File: src/rtl/program_memory_loader_if.sv
// Byte-stream and program-memory write bus of the program memory loader.
// Handshake: a byte moves on a rising edge where byte_valid_i and byte_ready_o
// are both 1; the source must hold byte_i/last_i stable until that edge, and
// last_i means nothing while byte_valid_i is 0. mem_write_o alone qualifies
// mem_address_o/mem_data_o.
interface program_memory_loader_if #(
    parameter int DATA_WIDTH = 32
);
    logic                  start_i;
    logic [7:0]            byte_i;
    logic                  byte_valid_i;
    logic                  last_i;
    logic                  byte_ready_o;
    logic                  mem_write_o;
    logic [DATA_WIDTH-1:0] mem_address_o;
    logic [DATA_WIDTH-1:0] mem_data_o;
    logic [DATA_WIDTH-1:0] word_count_o;
    logic                  busy_o;
    logic                  done_o;

    // Byte source / controller side.
    modport master (
        output start_i, byte_i, byte_valid_i, last_i,
        input  byte_ready_o, mem_write_o, mem_address_o, mem_data_o,
               word_count_o, busy_o, done_o
    );

    // Loader side.
    modport slave (
        input  start_i, byte_i, byte_valid_i, last_i,
        output byte_ready_o, mem_write_o, mem_address_o, mem_data_o,
               word_count_o, busy_o, done_o
    );
endinterface

File: src/rtl/program_memory_loader.sv
// Program memory loader: packs a byte stream little-endian into DATA_WIDTH
// words and writes them to sequential word addresses starting at 0.
// All outputs are registered; state_o exposes the FSM state for debug.
module program_memory_loader #(
    parameter int MEMORY_DEPTH = 32,
    parameter int DATA_WIDTH   = 32
) (
    input  logic                  clk,
    input  logic                  reset,
    program_memory_loader_if.slave bus,
    output logic [1:0]            state_o
);
    localparam int BYTES  = DATA_WIDTH / 8;
    localparam int LANE_W = (BYTES > 1) ? $clog2(BYTES) : 1;
    localparam logic [LANE_W-1:0]     LAST_LANE = LANE_W'(BYTES - 1);
    localparam logic [DATA_WIDTH-1:0] LAST_ADDR = DATA_WIDTH'(MEMORY_DEPTH - 1);

    typedef enum logic [1:0] {
        IDLE    = 2'd0,
        COLLECT = 2'd1,
        WRITE   = 2'd2,
        DONE    = 2'd3
    } state_t;

    state_t                state_q, state_d;
    logic [LANE_W-1:0]     lane_q, lane_d;
    logic [DATA_WIDTH-1:0] asm_q, asm_d;
    logic [DATA_WIDTH-1:0] addr_q, addr_d;
    logic [DATA_WIDTH-1:0] count_q, count_d;
    logic [DATA_WIDTH-1:0] mem_address_q, mem_address_d;
    logic [DATA_WIDTH-1:0] mem_data_q, mem_data_d;
    logic                  last_q, last_d;
    logic                  ready_q, ready_d;
    logic                  write_q, write_d;
    logic                  busy_q, busy_d;
    logic                  done_q, done_d;
    logic                  accept;

    // Next-state and next-output computation; outputs follow the next state so
    // they are registered yet always consistent with state_q.
    always_comb begin
        state_d       = state_q;
        lane_d        = lane_q;
        asm_d         = asm_q;
        addr_d        = addr_q;
        count_d       = count_q;
        mem_address_d = mem_address_q;
        mem_data_d    = mem_data_q;
        last_d        = last_q;
        accept        = bus.byte_valid_i && ready_q;

        case (state_q)
            IDLE, DONE: begin
                if (bus.start_i) begin
                    state_d = COLLECT;
                    lane_d  = '0;
                    addr_d  = '0;
                    count_d = '0;
                    asm_d   = '0;
                    last_d  = 1'b0;
                end
            end
            COLLECT: begin
                if (accept) begin
                    for (int k = 0; k < BYTES; k++) begin
                        if (lane_q == LANE_W'(k)) begin
                            asm_d[8*k +: 8] = bus.byte_i;
                        end
                    end
                    lane_d = lane_q + LANE_W'(1);
                    // Unfilled upper lanes are still zero from the last clear.
                    if (lane_q == LAST_LANE || bus.last_i) begin
                        state_d       = WRITE;
                        last_d        = bus.last_i;
                        mem_address_d = addr_q;
                        mem_data_d    = asm_d;
                    end
                end
            end
            WRITE: begin
                count_d = count_q + DATA_WIDTH'(1);
                asm_d   = '0;
                lane_d  = '0;
                if (last_q || addr_q == LAST_ADDR) begin
                    state_d = DONE;
                end else begin
                    addr_d  = addr_q + DATA_WIDTH'(1);
                    state_d = COLLECT;
                end
            end
            default: state_d = IDLE;
        endcase

        ready_d = (state_d == COLLECT);
        write_d = (state_d == WRITE);
        busy_d  = (state_d == COLLECT) || (state_d == WRITE);
        done_d  = (state_d == DONE);
    end

    // State and output registers; reset aborts any load at once.
    always_ff @(posedge clk or posedge reset) begin
        if (reset) begin
            state_q       <= IDLE;
            lane_q        <= '0;
            asm_q         <= '0;
            addr_q        <= '0;
            count_q       <= '0;
            mem_address_q <= '0;
            mem_data_q    <= '0;
            last_q        <= 1'b0;
            ready_q       <= 1'b0;
            write_q       <= 1'b0;
            busy_q        <= 1'b0;
            done_q        <= 1'b0;
        end else begin
            state_q       <= state_d;
            lane_q        <= lane_d;
            asm_q         <= asm_d;
            addr_q        <= addr_d;
            count_q       <= count_d;
            mem_address_q <= mem_address_d;
            mem_data_q    <= mem_data_d;
            last_q        <= last_d;
            ready_q       <= ready_d;
            write_q       <= write_d;
            busy_q        <= busy_d;
            done_q        <= done_d;
        end
    end

    assign bus.byte_ready_o  = ready_q;
    assign bus.mem_write_o   = write_q;
    assign bus.mem_address_o = mem_address_q;
    assign bus.mem_data_o    = mem_data_q;
    assign bus.word_count_o  = count_q;
    assign bus.busy_o        = busy_q;
    assign bus.done_o        = done_q;
    assign state_o           = state_q;
endmodule
File: src/flat_wrapper.sv
// flat-port wrapper written by rule: the top's interface ports become plain ports
module program_memory_loader_flat 
#(
    parameter int MEMORY_DEPTH = 32,
    parameter int DATA_WIDTH   = 32
)
  (clk, reset, state_o, bus_start_i, bus_byte_i, bus_byte_valid_i, bus_last_i, bus_byte_ready_o, bus_mem_write_o, bus_mem_address_o, bus_mem_data_o, bus_word_count_o, bus_busy_o, bus_done_o);
  program_memory_loader_if #(.DATA_WIDTH(DATA_WIDTH)) bus_i ();
  input  logic clk;
  input  logic reset;
  output logic [1:0] state_o;
  input wire logic [$bits(bus_i.start_i)-1:0] bus_start_i;
  input wire logic [$bits(bus_i.byte_i)-1:0] bus_byte_i;
  input wire logic [$bits(bus_i.byte_valid_i)-1:0] bus_byte_valid_i;
  input wire logic [$bits(bus_i.last_i)-1:0] bus_last_i;
  output wire logic [$bits(bus_i.byte_ready_o)-1:0] bus_byte_ready_o;
  output wire logic [$bits(bus_i.mem_write_o)-1:0] bus_mem_write_o;
  output wire logic [$bits(bus_i.mem_address_o)-1:0] bus_mem_address_o;
  output wire logic [$bits(bus_i.mem_data_o)-1:0] bus_mem_data_o;
  output wire logic [$bits(bus_i.word_count_o)-1:0] bus_word_count_o;
  output wire logic [$bits(bus_i.busy_o)-1:0] bus_busy_o;
  output wire logic [$bits(bus_i.done_o)-1:0] bus_done_o;
  assign bus_i.start_i = bus_start_i;
  assign bus_i.byte_i = bus_byte_i;
  assign bus_i.byte_valid_i = bus_byte_valid_i;
  assign bus_i.last_i = bus_last_i;
  assign bus_byte_ready_o = bus_i.byte_ready_o;
  assign bus_mem_write_o = bus_i.mem_write_o;
  assign bus_mem_address_o = bus_i.mem_address_o;
  assign bus_mem_data_o = bus_i.mem_data_o;
  assign bus_word_count_o = bus_i.word_count_o;
  assign bus_busy_o = bus_i.busy_o;
  assign bus_done_o = bus_i.done_o;
  program_memory_loader #(.MEMORY_DEPTH(MEMORY_DEPTH), .DATA_WIDTH(DATA_WIDTH)) u_core (.clk(clk), .reset(reset), .bus(bus_i), .state_o(state_o));
endmodule
File: config.mk
export PLATFORM = sky130hd
export DESIGN_NAME = program_memory_loader_flat
export DESIGN_NICKNAME = d
export VERILOG_FILES = /design/src/rtl/program_memory_loader_if.sv /design/src/rtl/program_memory_loader.sv /design/src/flat_wrapper.sv
export SDC_FILE = /design/constraint.sdc
export NUM_CORES = 1
export LEC_CHECK = 0
export BUFFER_PORTS_ARGS = -buffer_cell sky130_fd_sc_hd__buf_2
export CORE_MARGIN = 3
export CORE_UTILIZATION = 50
export DETAILED_ROUTE_END_ITERATION = 12
export PLACE_DENSITY = 0.73
export SYNTH_ARGS = -nofsm -noshare
export SYNTH_HDL_FRONTEND = slang
export SYNTH_SLANG_ARGS = --single-unit
File: constraint.sdc
create_clock -name clk -period 5.5 [get_ports clk]
set_input_delay 0.55 -clock clk [delete_from_list [all_inputs] [get_ports clk]]
set_output_delay 0.55 -clock clk [all_outputs]
set_load 0.02 [all_outputs]
==> results.md <==
- R2r setup slk: 2.04 ns
- Number of setup violations in the final report: 0
- Root Driver: clkbuf_16
- Fmax: between 200 and 300 MHz
- Asr flop ratio synth: 100%
- Clock tree skew after final layout: just over 0.006 ns
- Remaining antenna violation count after routing: 0
- Syn-to-layout area delta: 16.5%
- Initial antenna violation count: 0
- Endpoint required time on the critical path: 5.78 ns
- Share of Yosys cell area claimed by the top area cell type: 52.9%
- Measured slew at the worst slew-check pin: 1.11 ns
- Fraction of layout instances using a drive strength above 1: a little under a quarter
- Starting density of the core: 51.8%
- Fin nets: about 860
- Clk slew on worst S/H paths: around 0.070 ns
- Storage element area: 4230 um^2
- Internal power consumption: 2.46 mW
- Simple logic cell fraction of the synthesized area: 17.4%
- Type of element capturing the critical path: flip-flop
- Combinational cell fraction of total power: 29.4%
- Final critical-path share of the clock period: 62.9%
- Number of maximum-capacitance violations: 0
- Iter 0 DRT Violations: about 500
- Clock tree from TritonCTS: done
- Number of buffers added for setup after CTS: 0
- CP max FO: 29
- Main area contributors after synthesis: dfrtp_1 53%, mux2i_1 4.0%, mux2_2 3.9%
- Nets in the synthesized netlist: roughly 770
- Biggest area consumer among synthesized cells: dfrtp_1
- X dimension of the die: 132 um
- Total I/O pin count: 115
- FF+latch count, synth: 169
- Critical path, cell by cell: inv_1, ha_1, nor2_1, nor2_1, nand2_1, o21ai_1, a31oi_1
- Floorplan core area: 15,400 um^2
- Pin count of the biggest net entering global routing: 101
- Path depth of the worst reg2reg path: 7
- Critical path buffer and inverter count: 1
- Number of hold-repair buffers added at the cts stage: 0
- Dominant combinational cell family by area after synthesis: simple AND/OR/NAND/NOR gates
- # port buffers: around 110
- Commonest non-fill, non-tap cells in the layout: 169 x dfrtp_1, 114 x buf_2, 73 x nand2_1
- CP most frequent cell: nor2_1
- Cell Count, Final, Fillers Out: 1,057
- Static leakage power: ~4.4 nW
- Routed WL: 19,600 um
- Fin Setup TNS: 0 ns
- Prevailing post-synth register cell: dfrtp_1
- Number of buffers created by CTS: 17
- Amount of wire on met3 after detailed routing: 987 um
- Wire length of the first global-routing pass: 32,300 um
- Net switching power figure: 1.42 mW
- Critical R2R Launch: u_core.state_o[0]$_DFF_PP0_
- Count of inserted antenna diode cells: 0
- Run status: completed
- Syn Std Cell Area: ~8000 um^2
- Crit-path max cell delay: a little under 0.9 ns
- Period minus WS final: 3.46 ns
- Clock power share: 32.2%
- Buffer depth of the longest clock path: 2
- Average routed wire per standard cell: 18.5 um
- Fill cell count: 1,332
- Worst IR Drop VDD: ~280 uV
- Kind of start point of the critical path: flip-flop
- Max-slew violation total from the final report: 0
- Critical Path AT: 3.74 ns
- Cell count after placement: 1,025
- Post-synthesis sequential area ratio: a little over half
- Switching power as a share of total power: 36.6%
- Total clock sinks: 169
- Area occupied by multi-input gates: ~3500 um^2
- Half-perimeter wire length of the detailed placement result: 13,300 um
- Routed vias/inst: ~5.9
- Final hold violation count: 0
- Fraction of the mapped netlist area in compound gates: 14.1%
- Multiplexer share of the synthesized area: 8.13%
- Number of vias in the routed layout: 6,287
- Detailed-routing iteration count for the pre-antenna-repair pass: 5
- Final weighted congestion in routability-driven placement: 0.898
- Library cells used by synthesis: between 50 and 60
- Clock network latency to the later pin of the worst-skew pair: 0.43 ns
- Type of the most critical hold path: input port to asynchronous set/reset pin
- Full die area: 17,500 um^2
- H-Tree Level Count: 4
- Worst flop-to-flop path endpoint: u_core.addr_q[28]$_DFFE_PP0P_
- XOR/XNOR share of the synthesized area: about 2.7%
- Post-layout power: ~3.9 mW
- Vertical die dimension: roughly 130 um
- Synthesis Warnings: 0
- Number of global-route vias before repair: 6,333
- Core Rows: 45
- Cell with the largest stage delay on the worst path: ha_1
- Top routing layer in use: met4
- Final Util: 60.4%
- Count of flip-flops with a built-in enable after synthesis: 0
- Kind of cell adding the most delay to the critical path: simple AND/OR/NAND/NOR gates
- Overall global routing resource usage: 22.7%
- Cell area power density: ~420 nW/um^2
- Sequential cell fraction of total power: 38.3%
- Classification of the worst setup path: flip-flop to flip-flop
- Most common cell after layout, fill and taps aside: dfrtp_1
- Number of instances in the synthesized netlist: around 740
- Average size of a mapped cell: 10.8 um^2
- Slew HR: 26.3%
- Met2 layer wire length in the routed design: 9700 um
- Wire length the detailed router placed on met1: between 8000 and 9000 um
- Unrepaired setup endpoints after global routing: false
- Drt drc: 0
- Aggregate global routing overflow: 0
- Total of cells resized after clock tree synthesis: 0
- Post-synthesis share of cell area spent on full adders, half adders and majority gates: 1.72%
==> state kept, by name, indices dropped and copies added, names as in the netlist <==
| register | cells |
|---|---|
| u_core.asm_q | 32 |
| u_core.bus.mem_data_o | 32 |
| u_core.bus.byte_ready_o | 1 |
| u_core.bus.mem_address_o | 32 |
| u_core.addr_q | 32 |
| u_core.bus.mem_write_o | 1 |
| u_core.bus.busy_o | 1 |
| u_core.lane_q | 2 |
| u_core.last_q | 1 |
| u_core.bus.done_o | 1 |
| u_core.bus.word_count_o | 32 |
| u_core.state_o | 2 |
==> per-layer routing <==
metal | global-route usage (%) | vias to the layer above
met3 | 4.60 | 45
li1 | - | 2913
met1 | 29.4 | 3120
met2 | 37.4 | 209
met4 | 9.70 | 0
met5 | 0 | -
==> kinds of logic (layout without fill, tap and decap cells) <==
group,after synthesis,count (layout)
muxes,61,61
AOI/OAI and AO/OA,164,164
xor gates and xnor gates,25,25
adders and majority gates,11,11
and+or+nand+nor,249,249
DFF,169,169
buffers and inverters,62,167
==> worst max path at each step <==
stage / start / cells after the start / endpoint
6_report: u_core.state_o[0]$_DFF_PP0_ / 7 / u_core.addr_q[28]$_DFFE_PP0P_
3_3_place_gp: u_core.state_o[0]$_DFF_PP0_ / 7 / u_core.addr_q[26]$_DFFE_PP0P_
2_1_floorplan: reset / 1 / u_core.addr_q[0]$_DFFE_PP0P_
4_1_cts: u_core.state_o[0]$_DFF_PP0_ / 7 / u_core.addr_q[28]$_DFFE_PP0P_
3_5_place_dp: u_core.state_o[0]$_DFF_PP0_ / 7 / u_core.addr_q[23]$_DFFE_PP0P_
5_1_grt: u_core.state_o[0]$_DFF_PP0_ / 7 / u_core.addr_q[28]$_DFFE_PP0P_
==> Yosys cell counts, types with 9 or more instances <==
cell type and n:
nand4_1 21, buf_1 9, ha_1 11, a21oi_1 21, o31ai_1 10, nand3_1 23, mux2i_1 32, dfrtp_1 169
xor2_1 11, nand2_1 74, and4_1 11, nor4_1 10, mux2_2 28, inv_1 17, a22o_1 30, nor2_1 41
xnor2_1 14, nor3_1 12, o21ai_0 51, clkbuf_1 30
==> cell type report <==
cell class              instances  share of cell area [%]
inverters                      17                   0.739
multi-input cells             510                    37.9
repair buffers                118                    6.45
clock inverters                12                    1.76
flip-flops and latches        169                    45.4
well taps                     211                    2.84
clock buffers                  20                    4.90
==> per-stage QoR <==
step / cell area [um^2] / hold WS (ns) / worst slack, ns
2_1_floorplan: 7990 / 0.465 / 0.375
3_3_place_gp: 8690 / 0.455 / 2.34
3_5_place_dp: 8690 / 0.465 / 2.11
4_1_cts: 9310 / 0.172 / 2.12
5_1_grt: 9310 / 0.184 / 1.77
6_report: 9310 / 0.147 / 2.04
==> power groups by stage <==
stage,Sequential (mW),Combinational (mW),Clock [mW]
6_report,1.49,1.14,1.25
3_5_place_dp,1.51,1.14,0
5_1_grt,1.51,1.25,1.33
4_1_cts,1.49,1.14,1.27
3_3_place_gp,1.51,1.10,0
2_1_floorplan,1.62,0.687,0
No activity file was read; power rests on OpenSTA's default activity.
